### src/rtl/instr_fetch_if.sv
// Fetch-stage bus: instruction memory read port, redirect input and the
// valid/ready instruction stream towards decode.
interface instr_fetch_if #(
   parameter int PC_WIDTH    = 16,
   parameter int INSTR_WIDTH = 32
);
   logic                   imem_rd_en;
   logic [PC_WIDTH-1:0]    imem_addr;
   logic [INSTR_WIDTH-1:0] imem_rdata;
   logic                   redirect_valid;
   logic [PC_WIDTH-1:0]    redirect_pc;
   logic                   instr_valid;
   logic                   instr_ready;
   logic [INSTR_WIDTH-1:0] instr;
   logic [PC_WIDTH-1:0]    instr_pc;
   logic                   halted;

   modport master (
      output imem_rd_en, imem_addr, instr_valid, instr, instr_pc, halted,
      input  imem_rdata, redirect_valid, redirect_pc, instr_ready
   );

   modport slave (
      input  imem_rd_en, imem_addr, instr_valid, instr, instr_pc, halted,
      output imem_rdata, redirect_valid, redirect_pc, instr_ready
   );
endinterface

### src/rtl/instr_fetch.sv
// Instruction fetch stage: owns the PC, issues reads to a 1-cycle synchronous
// instruction memory and buffers returned words in a 2-entry FIFO whose head
// feeds decode. Supports redirect with flush and stops after a HALT opcode.
module instr_fetch #(
   parameter int               PC_WIDTH    = 16,
   parameter int               INSTR_WIDTH = 32,
   parameter logic [15:0]      RESET_PC    = 16'h0000,
   parameter logic [5:0]       HALT_OP     = 6'b111110
) (
   input  logic            clk,
   input  logic            rst,
   instr_fetch_if.master   bus
);

   typedef enum logic [0:0] {S_FETCH, S_HALT} state_t;

   state_t                 state_q, state_d;
   logic [PC_WIDTH-1:0]    pc_q, pc_d;
   logic                   inflight_q, inflight_d;
   logic [PC_WIDTH-1:0]    inflight_pc_q, inflight_pc_d;
   logic [1:0]             count_q, count_d;
   logic [INSTR_WIDTH-1:0] head_data_q, head_data_d;
   logic [PC_WIDTH-1:0]    head_pc_q, head_pc_d;
   logic [INSTR_WIDTH-1:0] tail_data_q, tail_data_d;
   logic [PC_WIDTH-1:0]    tail_pc_q, tail_pc_d;

   logic                   pop;
   logic                   push;
   logic                   issue;
   logic                   halt_accept;
   logic                   flush;
   logic [1:0]             slots_used;

   // Handshake, issue and output decode; the pop-adjusted slot count lets a
   // full FIFO that is being drained start a new read in the same cycle.
   always_comb begin
      bus.instr_valid = (count_q != 2'd0) && (state_q == S_FETCH);
      bus.instr       = head_data_q;
      bus.instr_pc    = head_pc_q;
      bus.halted      = (state_q == S_HALT);
      bus.imem_addr   = pc_q;
      pop             = bus.instr_valid && bus.instr_ready;
      halt_accept     = pop && !bus.redirect_valid &&
                        (head_data_q[INSTR_WIDTH-1 -: 6] == HALT_OP);
      flush           = bus.redirect_valid || halt_accept;
      push            = inflight_q && (state_q == S_FETCH) && !flush;
      slots_used      = count_q + {1'b0, inflight_q} - {1'b0, pop};
      issue           = rst && (state_q == S_FETCH) && !bus.redirect_valid &&
                        (slots_used < 2'd2);
      bus.imem_rd_en  = issue;
   end

   // Next-state logic for the FSM, PC, in-flight tracking and the FIFO.
   always_comb begin
      state_d       = state_q;
      pc_d          = pc_q;
      inflight_d    = issue;
      inflight_pc_d = inflight_pc_q;
      count_d       = count_q;
      head_data_d   = head_data_q;
      head_pc_d     = head_pc_q;
      tail_data_d   = tail_data_q;
      tail_pc_d     = tail_pc_q;

      if (bus.redirect_valid) begin
         state_d = S_FETCH;
      end else if (halt_accept) begin
         state_d = S_HALT;
      end

      if (bus.redirect_valid) begin
         pc_d = bus.redirect_pc;
      end else if (issue) begin
         pc_d = pc_q + PC_WIDTH'(1);
      end

      if (issue) begin
         inflight_pc_d = pc_q;
      end

      if (flush) begin
         count_d = 2'd0;
      end else begin
         case ({push, pop})
            2'b11: begin
               if (count_q == 2'd2) begin
                  head_data_d = tail_data_q;
                  head_pc_d   = tail_pc_q;
                  tail_data_d = bus.imem_rdata;
                  tail_pc_d   = inflight_pc_q;
               end else begin
                  head_data_d = bus.imem_rdata;
                  head_pc_d   = inflight_pc_q;
               end
            end
            2'b01: begin
               head_data_d = tail_data_q;
               head_pc_d   = tail_pc_q;
               count_d     = count_q - 2'd1;
            end
            2'b10: begin
               if (count_q == 2'd0) begin
                  head_data_d = bus.imem_rdata;
                  head_pc_d   = inflight_pc_q;
               end else begin
                  tail_data_d = bus.imem_rdata;
                  tail_pc_d   = inflight_pc_q;
               end
               count_d = count_q + 2'd1;
            end
            default: begin
               count_d = count_q;
            end
         endcase
      end
   end

   // State register with synchronous active-low reset dropping all buffered and in-flight data.
   always_ff @(posedge clk) begin
      if (!rst) begin
         state_q       <= S_FETCH;
         pc_q          <= PC_WIDTH'(RESET_PC);
         inflight_q    <= 1'b0;
         inflight_pc_q <= '0;
         count_q       <= 2'd0;
         head_data_q   <= '0;
         head_pc_q     <= '0;
         tail_data_q   <= '0;
         tail_pc_q     <= '0;
      end else begin
         state_q       <= state_d;
         pc_q          <= pc_d;
         inflight_q    <= inflight_d;
         inflight_pc_q <= inflight_pc_d;
         count_q       <= count_d;
         head_data_q   <= head_data_d;
         head_pc_q     <= head_pc_d;
         tail_data_q   <= tail_data_d;
         tail_pc_q     <= tail_pc_d;
      end
   end

endmodule

### src/flat_wrapper.sv
// flat-port wrapper written by rule: the top's interface ports become plain ports
module instr_fetch_flat 
#(
   parameter int               PC_WIDTH    = 16,
   parameter int               INSTR_WIDTH = 32,
   parameter logic [15:0]      RESET_PC    = 16'h0000,
   parameter logic [5:0]       HALT_OP     = 6'b111110
)
  (clk, rst, bus_imem_rd_en, bus_imem_addr, bus_instr_valid, bus_instr, bus_instr_pc, bus_halted, bus_imem_rdata, bus_redirect_valid, bus_redirect_pc, bus_instr_ready);
  instr_fetch_if #(.PC_WIDTH(PC_WIDTH), .INSTR_WIDTH(INSTR_WIDTH)) bus_i ();
  input  logic clk;
  input  logic rst;
  output wire logic [$bits(bus_i.imem_rd_en)-1:0] bus_imem_rd_en;
  output wire logic [$bits(bus_i.imem_addr)-1:0] bus_imem_addr;
  output wire logic [$bits(bus_i.instr_valid)-1:0] bus_instr_valid;
  output wire logic [$bits(bus_i.instr)-1:0] bus_instr;
  output wire logic [$bits(bus_i.instr_pc)-1:0] bus_instr_pc;
  output wire logic [$bits(bus_i.halted)-1:0] bus_halted;
  input wire logic [$bits(bus_i.imem_rdata)-1:0] bus_imem_rdata;
  input wire logic [$bits(bus_i.redirect_valid)-1:0] bus_redirect_valid;
  input wire logic [$bits(bus_i.redirect_pc)-1:0] bus_redirect_pc;
  input wire logic [$bits(bus_i.instr_ready)-1:0] bus_instr_ready;
  assign bus_imem_rd_en = bus_i.imem_rd_en;
  assign bus_imem_addr = bus_i.imem_addr;
  assign bus_instr_valid = bus_i.instr_valid;
  assign bus_instr = bus_i.instr;
  assign bus_instr_pc = bus_i.instr_pc;
  assign bus_halted = bus_i.halted;
  assign bus_i.imem_rdata = bus_imem_rdata;
  assign bus_i.redirect_valid = bus_redirect_valid;
  assign bus_i.redirect_pc = bus_redirect_pc;
  assign bus_i.instr_ready = bus_instr_ready;
  instr_fetch #(.PC_WIDTH(PC_WIDTH), .INSTR_WIDTH(INSTR_WIDTH), .RESET_PC(RESET_PC), .HALT_OP(HALT_OP)) u_core (.clk(clk), .rst(rst), .bus(bus_i));
endmodule
### config.mk
export PLATFORM = sky130hd
export DESIGN_NAME = instr_fetch_flat
export DESIGN_NICKNAME = d
export VERILOG_FILES = /design/src/rtl/instr_fetch_if.sv /design/src/rtl/instr_fetch.sv /design/src/flat_wrapper.sv
export SDC_FILE = /design/constraint.sdc
export NUM_CORES = 1
export LEC_CHECK = 0
export ABC_CLOCK_PERIOD_IN_PS = 2580
export BUFFER_PORTS_ARGS = -buffer_cell sky130_fd_sc_hd__clkbuf_2
export CORE_MARGIN = 2
export CORE_UTILIZATION = 45
export DETAILED_ROUTE_END_ITERATION = 10
export GPL_TIMING_DRIVEN = 0
export PLACE_DENSITY = 0.82
export SLEW_MARGIN = 40
export SYNTH_ARGS = -nofsm -noshare
export SYNTH_HDL_FRONTEND = slang
export SYNTH_SLANG_ARGS = --single-unit
### constraint.sdc
create_clock -name clk -period 2.58 [get_ports clk]
set_input_delay 0.129 -clock clk [delete_from_list [all_inputs] [get_ports clk]]
set_output_delay 0.129 -clock clk [all_outputs]
set_load 0.005 [all_outputs]
# Word level (Yosys, flattened, before mapping)
# Index checks and enable logic that the tools add are counted.
# totals
register_bits	132
inputBits	52
# op_classes
addsub	5
order_cmp	1
n_eq_ne	8
n_mux	15
bitwise	3
reduce_logical	22
# op_table
operator	n
$mux W32	4
$mux W16	6
$pmux W32 S3	1
$pmux W32 S2	1
$pmux W16 S3	1
$pmux W16 S2	1
$add A16 B1 Y16 const B	1
$logic_and A1 B1 Y1	9
$reduce_bool A2 Y1	4
$eq A2 B2 Y1 const B	3
$eq A6 B6 Y1 const B	1
$ne A2 B1 Y1 const B	2
$pmux W2 S2	1
$reduce_and A4 Y1	1
$reduce_or A2 Y1	2
$not A1 Y1	3
$reduce_and A3 Y1	1
$reduce_bool A3 Y1	1
$add A2 B1 Y2	1
$add A2 B1 Y2 const B	1
$eq A2 B1 Y1 const B	1
$logic_not A1 Y1	2
$logic_not A2 Y1	1
$lt A2 B2 Y1 const B	1
4 further kinds	4

# Logic depth before layout (Yosys ltp)
# logic_depth
depth_word	11
depth_mapped	15
ltp_nobuf	11

# Worst setup path before layout
# No wires, ideal clock.
# synth_path
kind	flip-flop to flip-flop
startpoint	reg u_core.state_q, in the netlist u_core.bus.halted
endpoint	reg u_core.head_data_q[0], in the netlist u_core.bus.instr[0]
t_arrival_ns	2.699
slack_ns	-0.178
path_stages_with_launch	13
path_cell_list	dfxtp_1 o21ba_1 and4_4 nor2_1 nand3_1 ha_1 clkbuf_1 nor2_1 a21oi_1 clkbuf_1 a22oi_1 nand2_1 o211a_1
# synth_between
elab_chain_len	11
# synth_lines
item	line	rtl
from (decl)	instr_fetch.sv:17	state_t state_q, state_d;
from (signal assigned)	instr_fetch.sv:131	state_q <= state_d;
$not A1 Y1 (*)	instr_fetch.sv:37	bus.instr_valid = (count_q != 2'd0) && (state_q == S_FETCH);
$logic_and A1 B1 Y1 (*)	instr_fetch.sv:37	
net bus_instr_valid	flat_wrapper.sv:15	output wire logic [$bits(bus_i.instr_valid)-1:0] bus_instr_valid;
$logic_and A1 B1 Y1 (*)	instr_fetch.sv:42	pop = bus.instr_valid && bus.instr_ready;
$logic_and A1 B1 Y1 (2 in series)	instr_fetch.sv:43	halt_accept = pop && !bus.redirect_valid &&
$logic_or A1 B1 Y1	instr_fetch.sv:45	flush = bus.redirect_valid || halt_accept;
$logic_not A1 Y1	instr_fetch.sv:46	push = inflight_q && (state_q == S_FETCH) && !flush;
$logic_and A1 B1 Y1	instr_fetch.sv:46	
$eq A2 B2 Y1 or $eq A2 B1 Y1 (tied branches)	instr_fetch.sv:84	case ({push, pop})
$ne A2 B1 Y1 (no source line) or $reduce_bool A3 Y1 (tied branches)	-	
$reduce_and A3 Y1 (no source line)	-	
to (signal assigned)	instr_fetch.sv:136	head_data_q <= head_data_d;
to (decl)	instr_fetch.sv:22	logic [INSTR_WIDTH-1:0] head_data_q, head_data_d;
# The timed path passes the listed nets; every way through them passes the cells marked *.
# A chain may end at the register's enable or synchronous reset.

# Worst setup path in the final report
# layout_path
startpoint	reg u_core.count_q[0]
endpoint	reg u_core.tail_data_q[9]
# layout_between
elab_chain_len	11
# layout_lines
item	line	rtl
from (decl)	instr_fetch.sv:21	logic [1:0] count_q, count_d;
from (signal assigned)	instr_fetch.sv:135	count_q <= count_d;
$reduce_bool A2 Y1	instr_fetch.sv:37	
$logic_and A1 B1 Y1	instr_fetch.sv:37	
$logic_and A1 B1 Y1	instr_fetch.sv:42	
$logic_and A1 B1 Y1 (2 in series)	instr_fetch.sv:43	
$logic_or A1 B1 Y1	instr_fetch.sv:45	
$logic_not A1 Y1	instr_fetch.sv:46	
$logic_and A1 B1 Y1	instr_fetch.sv:46	
$eq A2 B2 Y1	instr_fetch.sv:84	
$ne A2 B2 Y1 (no source line), or another cell as far along	-	
$reduce_and A4 Y1 (no source line)	-	
to (signal assigned)	instr_fetch.sv:138	tail_data_q <= tail_data_d;
to (decl)	instr_fetch.sv:24	logic [INSTR_WIDTH-1:0] tail_data_q, tail_data_d;
# Parallel ways exist; a longest one is shown, timed or not.

==> metrics.txt <==
CTS tree=built; status=finished with violations; fmax=~360 MHz; RR Startpoint=u_core.count_q[0]; first-pass GRT wire length=30100 um; final worst setup slack=-176 ps; M1 WL=8530 um; transition time of the tightest slew-check pin=~750 ps; CTS clock-pin slew for the worst setup and hold paths=60 ps; cell count after placement=1009; hold_ws=-18.0 ps; Routed WL=21900 um; synthesis-to-layout area growth=46.6%; gpl congestion=0.856; Avg Inst Size Synth=8.37 um2; Hold Path Stages=3; area share of xor/xnor cells in the synthesized design=0.0292; fin cells=1108; Root Driver=clkbuf_16; DIE AREA=14300 um2; Final Net Count=976; share of cells above drive strength 1=0.306; met2 WL=10300 um; Post-Synth Adder-Cell Area=0.0125; most frequent cell after synthesis=nand2_1; Clock Tree Buf Depth=2; crit path DAT=3070 ps; final HPWL from detailed placement=between 10000 and 15000 um; overall routing resource usage=0.266; drt initial violations=781; TritonCTS Sinks=132; critical setup path kind=reg -> reg; design area=roughly 8800 um2; Yosys top cell by area=dfxtp_1; max-cap violations=0; Critical Path End Type=flop; reg-to-reg endpoint=u_core.tail_data_q[9]; Reg2Reg Depth=14; core area=about 13000 um2; Data required, critical path=2890 ps; Max Slew Vio Count=0; predominant post-synthesis flop cell=dfxtp_1; largest family of logic cells by synthesized area=compound AO/OA/AOI/OAI gates; pwr/cell area=644 nW/um2; unrepaired setup endpoints after global routing=yes; hold_sp=bus_imem_rdata[29]; Slew HR=0.497; TritonRoute pass-1 iters=7; PortBufs=between 100 and 150; Worst Hold Endpoint=u_core.tail_data_q[29]; violated checks=negative hold slack, negative setup slack; Placement Cell Area=6800 um2; Tot Pwr=5650 uW; FF-to-FF setup slack=-180 ps; Synth Net Count=774; synth top area cells=dfxtp_1 44%, nand2_1 8.9%, nand3_1 6.0%; met3 wire length=between 2000 and 2500 um; final clock skew=8.35 ps; largest net degree at the start of global routing=17; worst-case vdd ir drop=0.420 mV; Worst Setup Start Kind=flop; number of enable flip-flop cells after synthesis=0; wire per inst=between 15 and 20 um; FP Rows=42; DR top layer=met4; endpoints failing hold=1; synth warn=0; vias post-DR=6778; CTS Buf Count=17; Mapped Cells=716; H-tree depth=4; Commonest cells post-synth=142 x nand2_1, 132 x dfxtp_1, 72 x nand3_1; sequential fraction of the synthesis area=0.441; I/O Pins=119; cell area after synthesis=5990 um2; Die W=about 120 um; simple-gate share of the synthesized area=0.207; post-route minimum period=2760 ps; Routed Antenna Nets=0; crit path max fanout=10; Clock Latency Late Sink=about 430 ps; proportion of synthesized area in mux cells=0.0303; Util after Layout=0.668; initial core utilization=0.456; initial antenna violation count=0; Post-route DRC=0; share of the synthesized area in the top cell type=0.441; grt ovf=0; Leakage=0.00369 uW; FF+latch count, synth=132; Avg Vias per Cell=6.12; Hold WC Path Type=in -> reg; Synth Area in Compound Gates=0.223; fraction of registers with async set/reset=0; vias in the first global route=approximately 6000; fillers=940; final setup vio count=50; Final period util=1.07; Cell variety after synth=40; Die Span Y=119 um
-- power breakdown --
part / internal [uW] / switching, uW / total [uW]
logic: 347 / 412 / 760
registers: 2110 / 71.4 / 2180
clock network: 1810 / 903 / 2720
total: 4270 / 1390 / 5650
-- layout by cell type, fill, tap and decap left out, drive strengths merged, types with 5 or more instances in the layout --
master,synthesis,layout
bufinv,0,5
clkbuf,43,183
nand3,72,72
dlygate4sd3,0,42
o21ai,83,83
mux2i,17,17
buf,25,49
a22oi,28,28
nand2,142,142
xnor2,17,17
inv,5,5
a21oi,15,15
nor2b,18,18
dfxtp,132,132
o211a,29,29
a221oi,20,20
ha,6,6
nor4,5,5
nor2,6,6
a31oi,20,20
nor3,7,7
-- per-layer routing --
layer	up-vias	GRT usage
met4	0	0.131
met1	3205	0.335
met3	105	0.0685
met5	-	0
li1	2978	-
met2	490	0.425
-- kinds of logic (layout without fill, tap and decap cells) --
group	Yosys count	in the layout
AO/OA/AOI/OAI	198	198
XOR/XNOR	20	20
adder cells (fa/ha/maj)	6	6
buffers and inverters	73	288
flip-flops	132	132
multiplexers	18	18
other	0	1
AND/OR/NAND/NOR	269	269
-- through the flow --
stage	TNS, ps	hold slack (ps)	setup WS, ps
floorplan	0	259	38.6
global placement	-35070	367	-535
detailed placement	-34860	378	-539
CTS	0	8.35	10.6
global route	-7960	10.6	-221
finish	-4740	-18.0	-176
-- how the worst max path moves through the flow --
stage | startpoint | end | slack (ps) | depth (start not counted)
finish | u_core.count_q[0] | u_core.tail_data_q[9] | -180 | 14
global route | u_core.count_q[0] | bus_imem_rd_en | -220 | 10
CTS | u_core.count_q[0] | u_core.tail_data_q[29] | 10 | 15
detailed placement | u_core.bus.instr[27] | u_core.bus.instr[8] | -540 | 11
global placement | u_core.bus.instr[27] | u_core.bus.instr[9] | -530 | 11
floorplan | u_core.bus.halted | u_core.bus.instr[18] | 40 | 11
-- layout make-up --
| type | instances | area, um2 | area share |
|---|---|---|---|
| Multi-Input combinational cell | 511 | 3420 | 0.390 |
| Sequential cell | 132 | 2660 | 0.302 |
| Timing Repair Buffer | 187 | 1350 | 0.154 |
| Clock buffer | 23 | 488 | 0.0556 |
| Buffer | 64 | 448 | 0.0510 |
| Tap cell | 176 | 220 | 0.0251 |
| Clock inverter | 9 | 173 | 0.0197 |
| Inverter | 5 | 21.3 | 0.00242 |
| Antenna cell | 1 | 2.50 | 0.000285 |
-- sequential cells by signal, indices dropped and copies added, names as in the netlist --
signal / flops
u_core.bus.imem_addr: 16
u_core.inflight_pc_q: 16
u_core.bus.instr_pc: 16
u_core.tail_pc_q: 16
u_core.tail_data_q: 32
u_core.bus.instr: 32
u_core.inflight_q: 1
u_core.count_q: 2
u_core.bus.halted: 1
-- worst max-delay path, cell delays in order, from the launching register on --
cell and delay, ps:
dfxtp_2 330, buf_6 130, o21ba_4 220, and4_4 180
nor2_4 150, nand3_4 130, inv_4 120, ha_4 180
o211ai_1 130, or3_1 370, buf_6 160, buf_12 150
buf_8 140, nand3_1 130, o21ai_1 100
-- repair_timing --
item                                   in CTS  in global routing
hold buffers                               42                  0
gates cloned                                3                  4
pin swaps                                   5                  8
gates resized for setup                    63                125
endpoints found under the hold margin      42                  0
setup buffers                              16                  6
setup endpoints to repair                 117                105
No activity file was read; power rests on OpenSTA's default activity.
